===== src/rtl/zero_pad_stream_2d.sv =====
// Four-sided constant padding around CHANNELS-interleaved pixel frames, zero latency by default.
// Define ZERO_PAD_STREAM_OUT_REG_EN to register the outputs through a 2-entry skid buffer.
module zero_pad_stream_2d #(
    parameter int STREAM_WIDTH = 8,
    parameter int CHANNELS     = 1,
    parameter int INPUT_HEIGHT = 224,
    parameter int INPUT_WIDTH  = 224,
    parameter int PAD_TOP      = 1,
    parameter int PAD_BOTTOM   = 1,
    parameter int PAD_LEFT     = 1,
    parameter int PAD_RIGHT    = 1,
    parameter logic [STREAM_WIDTH-1:0] PAD_VALUE = '0
) (
    input  logic                    clk,
    input  logic                    rst,
    input  logic [STREAM_WIDTH-1:0] stream_in,
    input  logic                    stream_in_valid,
    output logic                    stream_in_ready,
    output logic [STREAM_WIDTH-1:0] stream_out,
    output logic                    stream_out_valid,
    input  logic                    stream_out_ready,
    output logic                    stream_out_last
);
    localparam int OUTPUT_HEIGHT = INPUT_HEIGHT + PAD_TOP + PAD_BOTTOM;
    localparam int OUTPUT_WIDTH  = INPUT_WIDTH + PAD_LEFT + PAD_RIGHT;
    localparam int CH_W  = $clog2(CHANNELS + 1);
    localparam int COL_W = $clog2(OUTPUT_WIDTH + 1);
    localparam int ROW_W = $clog2(OUTPUT_HEIGHT + 1);

    generate
        if (CHANNELS < 1) begin : g_bad_channels
            $error("zero_pad_stream_2d: CHANNELS must be >= 1");
        end
        if (PAD_TOP < 0 || PAD_BOTTOM < 0 || PAD_LEFT < 0 || PAD_RIGHT < 0) begin : g_bad_pad
            $error("zero_pad_stream_2d: pad sizes must be >= 0");
        end
        if (INPUT_HEIGHT < 1 || INPUT_WIDTH < 1) begin : g_bad_dims
            $error("zero_pad_stream_2d: input dimensions must be >= 1");
        end
    endgenerate

    logic [CH_W-1:0]  ch;
    logic [COL_W-1:0] col;
    logic [ROW_W-1:0] row;
    logic [31:0]      row_w, col_w;
    logic             ch_end, col_end, row_end, frame_end;
    logic             op_data, adv;

    assign ch_end    = (ch == CH_W'(CHANNELS - 1));
    assign col_end   = (col == COL_W'(OUTPUT_WIDTH - 1));
    assign row_end   = (row == ROW_W'(OUTPUT_HEIGHT - 1));
    assign frame_end = row_end && col_end && ch_end;

    // Widened to 32 bits so the lower bound never underflows when a pad is 0.
    assign row_w   = 32'(row);
    assign col_w   = 32'(col);
    assign op_data = (row_w >= 32'(PAD_TOP))  && (row_w < 32'(PAD_TOP + INPUT_HEIGHT)) &&
                     (col_w >= 32'(PAD_LEFT)) && (col_w < 32'(PAD_LEFT + INPUT_WIDTH));

    always_ff @(posedge clk) begin
        if (rst) begin
            ch  <= '0;
            col <= '0;
            row <= '0;
        end else if (adv) begin
            if (ch_end) begin
                ch <= '0;
                if (col_end) begin
                    col <= '0;
                    row <= row_end ? '0 : row + ROW_W'(1);
                end else begin
                    col <= col + COL_W'(1);
                end
            end else begin
                ch <= ch + CH_W'(1);
            end
        end
    end

`ifdef ZERO_PAD_STREAM_OUT_REG_EN
    logic [STREAM_WIDTH-1:0] core_data, data_p1, skid_data_p1;
    logic                    core_vld, core_last;
    logic                    vld_p1, last_p1, skid_vld_p1, skid_last_p1;
    logic                    pop;

    assign core_data = op_data ? stream_in : PAD_VALUE;
    assign core_vld  = op_data ? stream_in_valid : 1'b1;
    assign core_last = frame_end;

    // Acceptance looks only at the registered skid flag, so no ready path crosses the block.
    assign adv             = core_vld & ~skid_vld_p1;
    assign stream_in_ready = op_data & ~skid_vld_p1;
    assign pop             = vld_p1 & stream_out_ready;

    always_ff @(posedge clk) begin
        if (rst) begin
            vld_p1      <= 1'b0;
            skid_vld_p1 <= 1'b0;
        end else if (pop) begin
            if (skid_vld_p1) begin
                skid_vld_p1 <= 1'b0;
            end else begin
                vld_p1 <= adv;
            end
        end else if (adv) begin
            if (vld_p1) begin
                skid_vld_p1 <= 1'b1;
            end else begin
                vld_p1 <= 1'b1;
            end
        end
    end

    // ---- stage p1: output and skid registers ----
    always_ff @(posedge clk) begin
        if (pop && skid_vld_p1) begin
            data_p1 <= skid_data_p1;
            last_p1 <= skid_last_p1;
        end else if (adv && (pop || !vld_p1)) begin
            data_p1 <= core_data;
            last_p1 <= core_last;
        end
        if (adv && vld_p1 && !pop) begin
            skid_data_p1 <= core_data;
            skid_last_p1 <= core_last;
        end
    end

    assign stream_out       = data_p1;
    assign stream_out_valid = vld_p1;
    assign stream_out_last  = last_p1;
`else
    assign stream_out       = op_data ? stream_in : PAD_VALUE;
    assign stream_out_valid = op_data ? stream_in_valid : 1'b1;
    assign stream_in_ready  = op_data & stream_out_ready;
    assign adv              = op_data ? (stream_in_valid & stream_out_ready) : stream_out_ready;
    assign stream_out_last  = frame_end;
`endif

endmodule


===== config.mk =====
export PLATFORM = sky130hd
export DESIGN_NAME = zero_pad_stream_2d
export DESIGN_NICKNAME = d
export VERILOG_FILES = /design/src/rtl/zero_pad_stream_2d.sv
export SDC_FILE = /design/constraint.sdc
export NUM_CORES = 1
export LEC_CHECK = 0
export CORE_UTILIZATION = 49
export DETAILED_ROUTE_END_ITERATION = 10
export GPL_TIMING_DRIVEN = 0
export PLACE_DENSITY_LB_ADDON = 0.2
export SYNTH_ARGS = -nofsm -noshare
export SYNTH_HDL_FRONTEND = slang
export SYNTH_SLANG_ARGS = --single-unit

===== constraint.sdc =====
create_clock -name clk -period 3.4 [get_ports clk]
set_clock_uncertainty 0.2 [all_clocks]
set_input_delay 0.68 -clock clk [delete_from_list [all_inputs] [get_ports clk]]
set_output_delay 0.68 -clock clk [all_outputs]
set_load 0.05 [all_outputs]

==> out/results.txt, run 1 <==
The flow ran to the end, and the final reports show no timing, DRC or antenna violations. The worst pin sits at a relative slew slack of 67.89%. The arrival time at the worst endpoint was 2.38 ns; the worst supply voltage drop on vdd was 0.1801 mV. The initial utilization of the core area, before any placement, comes to 53.25%. In the final layout, the share of cells above drive strength 1 is 12.34%. For this run, design rule violations remaining after detail routing come to 0. Counting instances in the post-synthesis netlist gives the leading cell types as sky130_fd_sc_hd__dfxtp_1, sky130_fd_sc_hd__nor2_1, sky130_fd_sc_hd__a21oi_1, sky130_fd_sc_hd__and2_1, sky130_fd_sc_hd__o21ai_0.

After synthesis, the cell types taking the most area are sky130_fd_sc_hd__dfxtp_1, sky130_fd_sc_hd__ha_1, sky130_fd_sc_hd__and2_1. The final number of hold-violating endpoints was 0; the number of standard cells after synthesis was 130. After clock tree synthesis, the clock-pin slew on the worst setup and hold paths is 0.10 ns. The share of total power in combinational logic is 10.7%, and the horizontal die dimension is 48.64 um. The maximum number of pins on one net before global-route repair was 11. The top routing layer in use is met4. In this design, the stage delay of the slowest critical-path cell is 0.52 ns.

The floorplan die height is 48.64 um. The worst setup path is captured at an output port. For the TritonCTS buffer count, the log shows 3. For flop-to-flop paths, the worst setup slack is 0.70 ns. sky130_fd_sc_hd__dfxtp_1 takes more of the synthesized area than any other cell. At the worst endpoint, the required time is 2.52 ns.

The routed length per instance is 14.17 um, and the post-route worst hold slack is 0.3039 ns. The number of nets in the synthesized netlist is 148. The transition time at the pin with the least slew margin was 0.4836 ns. The switching share of total power is 23.71%, and the number of I/O port buffers is 21. The critical path in this run is classified as reg -> out. The number of buffers between clock root and the deepest sink came out at 2. The number of H-tree branching levels was 1; the clock latency at the later pin of the worst-skew pair was 0.30 ns. Wire segments on met2 add up to 1206 um in the final route. For the all-layer global routing usage, the log shows 23.58%.

The post-route total power came out at 0.3622 mW. CTS placed an instance of sky130_fd_sc_hd__clkbuf_4 at the clock tree root. The post-route fraction of the period consumed by the critical path works out to 95.91%. At the end of the flow the core is filled with cells to 64.75%. The synthesized design contains 16 register bits. After floorplanning, the core was sized to cover 2002 um2. The run gives 0 as the max-capacitance violation count. The detailed router placed 1075 vias in this run. The number of cells in the finished layout apart from fillers was 181. The number of enable-type register cells in the synthesized netlist was 0; the count of endpoints failing setup in the final report was 0.

The number of warnings printed during yosys synthesis was 0. The most frequently used flop master after synthesis was sky130_fd_sc_hd__dfxtp_1. Setup repair after global routing left no endpoint under its margin. The count of nets left with antenna violations once routing finished came out at 0.

For the final HPWL from detailed placement, the log shows 1881 um. The final-report max-slew violation count was 0; the area of the die was 2366 um2. For this run, the top clock speed supported by timing is 306.7 MHz.

By instance count, the leading cell after synthesis is sky130_fd_sc_hd__dfxtp_1. After detailed routing, the number of vias per cell comes to 5.939. The path category of the worst min-delay check is reg -> reg. Synthesis instantiated 34 different standard cells from the library.

The worst setup path is launched from a register. Each instance of the synthesized netlist takes up on average 8.200 um2. For the net switching power, the log shows 0.08588 mW.

The met1 wire length was 1139 um. For the number of antenna diodes, the log shows 0. The first global-routing pass estimated 4360 um of wire. The run gives 0.5044 nW as the leakage dissipation.

The weighted congestion at the end of routability-driven global placement is 0.8203. The portion of synthesized cell area occupied by the leading cell type is 30.05%. For the number of rows in the core area, the log shows 16. The final layout contains 173 nets. Sequential cells burn 53.6% of the power. Share of the yosys chip area belonging to registers: 30.05%. The number of global-route vias before repair came out at 1007. Relative to the synthesized area, the layout overhead comes to 21.60%. Of all flip-flops after synthesis, the portion carrying an async set or reset was 0%.

Internal power comes to 0.2763 mW. Traced cell by cell, the critical path runs through and4b_1 > and3_1 > clkbuf_1 > and2_1 > dlygate4sd2_1. In this run the power density over the cells is 279.4 nW/um2. The first routing iteration left 20 violations. The time the worst path needs with I/O delays and setup is 3.261 ns. The slowest library cell on the worst path was sky130_fd_sc_hd__dlygate4sd2_1.

TritonCTS built the clock tree. After routing, the total negative slack on setup checks comes to 0 ns. For the iteration count of the initial detailed-routing pass, the log shows 4. The total wire length after detailed routing is 2564 um, and the top-level I/O count is 23.

The aggregate global routing overflow came out at 0. After synthesis the cells add up to 1066 um2. The run gives 0 as the number of antenna violations at the first check in global routing.

In this run the post-CTS setup repair buffer count came out at 0. The maximum net fanout on the critical path is 10, and the portion of total power attributed to the clock network is 35.7%. The clock net sink count was 16. Count of placed standard cells including taps: 178. Detailed routing placed a total of 161 um of wire on met3.
[cells by family (layout without fill, tap and decap cells)]
group                    count (synthesis)  count (layout)  share of synthesized area [%]
AND/OR/NAND/NOR                         65              65                          38.26
AO/OA/AOI/OAI                           27              27                          15.38
flip-flops                              16              16                          30.05
buffers and inverters                   10              34                          4.225
adder cells (fa/ha/maj)                  6               6                          7.042
XOR/XNOR                                 5               5                          4.108
multiplexers                             1               1                         0.9390
[metal layers]
layer,global-route usage [%],vias up
li1,-,522
met1,28.99,503
met2,39.58,43
met3,5.346,7
met4,9.314,0
met5,0,-
[sequential cells by signal, indices dropped and copies added (netlist names)]
register and count:
col 8, row 8
[path summary, 6_finish.rpt]
path / startpoint / endpoint / cells after the start
min: row[1] / row[1] / 2
max reg2reg: col[0] / row[6] / 9
max: row[5] / stream_out_last / 5
min reg2reg: row[1] / row[1] / 2
[placed cells by master, fill, tap and decap left out, types with 4 or more instances in the layout]
| cell | count |
|---|---|
| sky130_fd_sc_hd__dfxtp_1 | 16 |
| sky130_fd_sc_hd__nor2_1 | 15 |
| sky130_fd_sc_hd__and2_1 | 10 |
| sky130_fd_sc_hd__o21ai_0 | 10 |
| sky130_fd_sc_hd__a21oi_1 | 10 |
| sky130_fd_sc_hd__clkdlybuf4s50_1 | 10 |
| sky130_fd_sc_hd__buf_2 | 9 |
| sky130_fd_sc_hd__ha_1 | 6 |
| sky130_fd_sc_hd__inv_1 | 5 |
| sky130_fd_sc_hd__and3_1 | 5 |
| sky130_fd_sc_hd__nand2_1 | 5 |
| sky130_fd_sc_hd__or4_1 | 4 |
| sky130_fd_sc_hd__nand4_1 | 4 |
| sky130_fd_sc_hd__nand3_1 | 4 |
| sky130_fd_sc_hd__xor2_1 | 4 |
| sky130_fd_sc_hd__or4b_1 | 4 |
[final cells by class]
type	instances	area, um2
multi-input cells	104	705.7
fillers	177	705.7
flip-flops and latches	16	320.3
repair buffers	21	158.9
clock buffers	4	36.28
well taps	27	33.78
plain buffers	4	22.52
inverters	5	18.77
[per-stage QoR]
| step | cell area [um2] | setup slack [ns] |
|---|---|---|
| floorplan | 1066 | 0.5094 |
| global placement | 1310 | -0.1201 |
| detailed placement | 1310 | -0.1672 |
| CTS | 1310 | -0.03232 |
| global route | 1296 | 0.01492 |
| finish | 1296 | 0.1390 |
[power by group through the flow]
| stage | registers (mW) | logic (mW) | clock network [mW] |
|---|---|---|---|
| floorplan | 0.197 | 0.0197 | 0 |
| global placement | 0.198 | 0.0359 | 0 |
| detailed placement | 0.198 | 0.0377 | 0 |
| CTS | 0.194 | 0.0383 | 0.131 |
| global route | 0.195 | 0.0427 | 0.139 |
| finish | 0.194 | 0.0389 | 0.129 |
[worst max-delay path, delay by kind of cell (launching register included)]
family                 cells  cell delay, ns
AND/OR/NAND/NOR            3            0.76
flip-flops                 1            0.45
buffers and inverters      2            0.89
[what timing repair did]
action                                  4_1_cts  5_1_grt
hold buffers                                  0        0
resized for setup                            46        4
endpoints found under the setup margin       11       10
(Power assumes the default switching activity.)
==> run 2, diff against run 1 <==
Settings changed: CTS_CLUSTER_DIAMETER from default to 50.
==> results of run 2 <==
Final layout, timing and power as in run 1 (identical DEF).
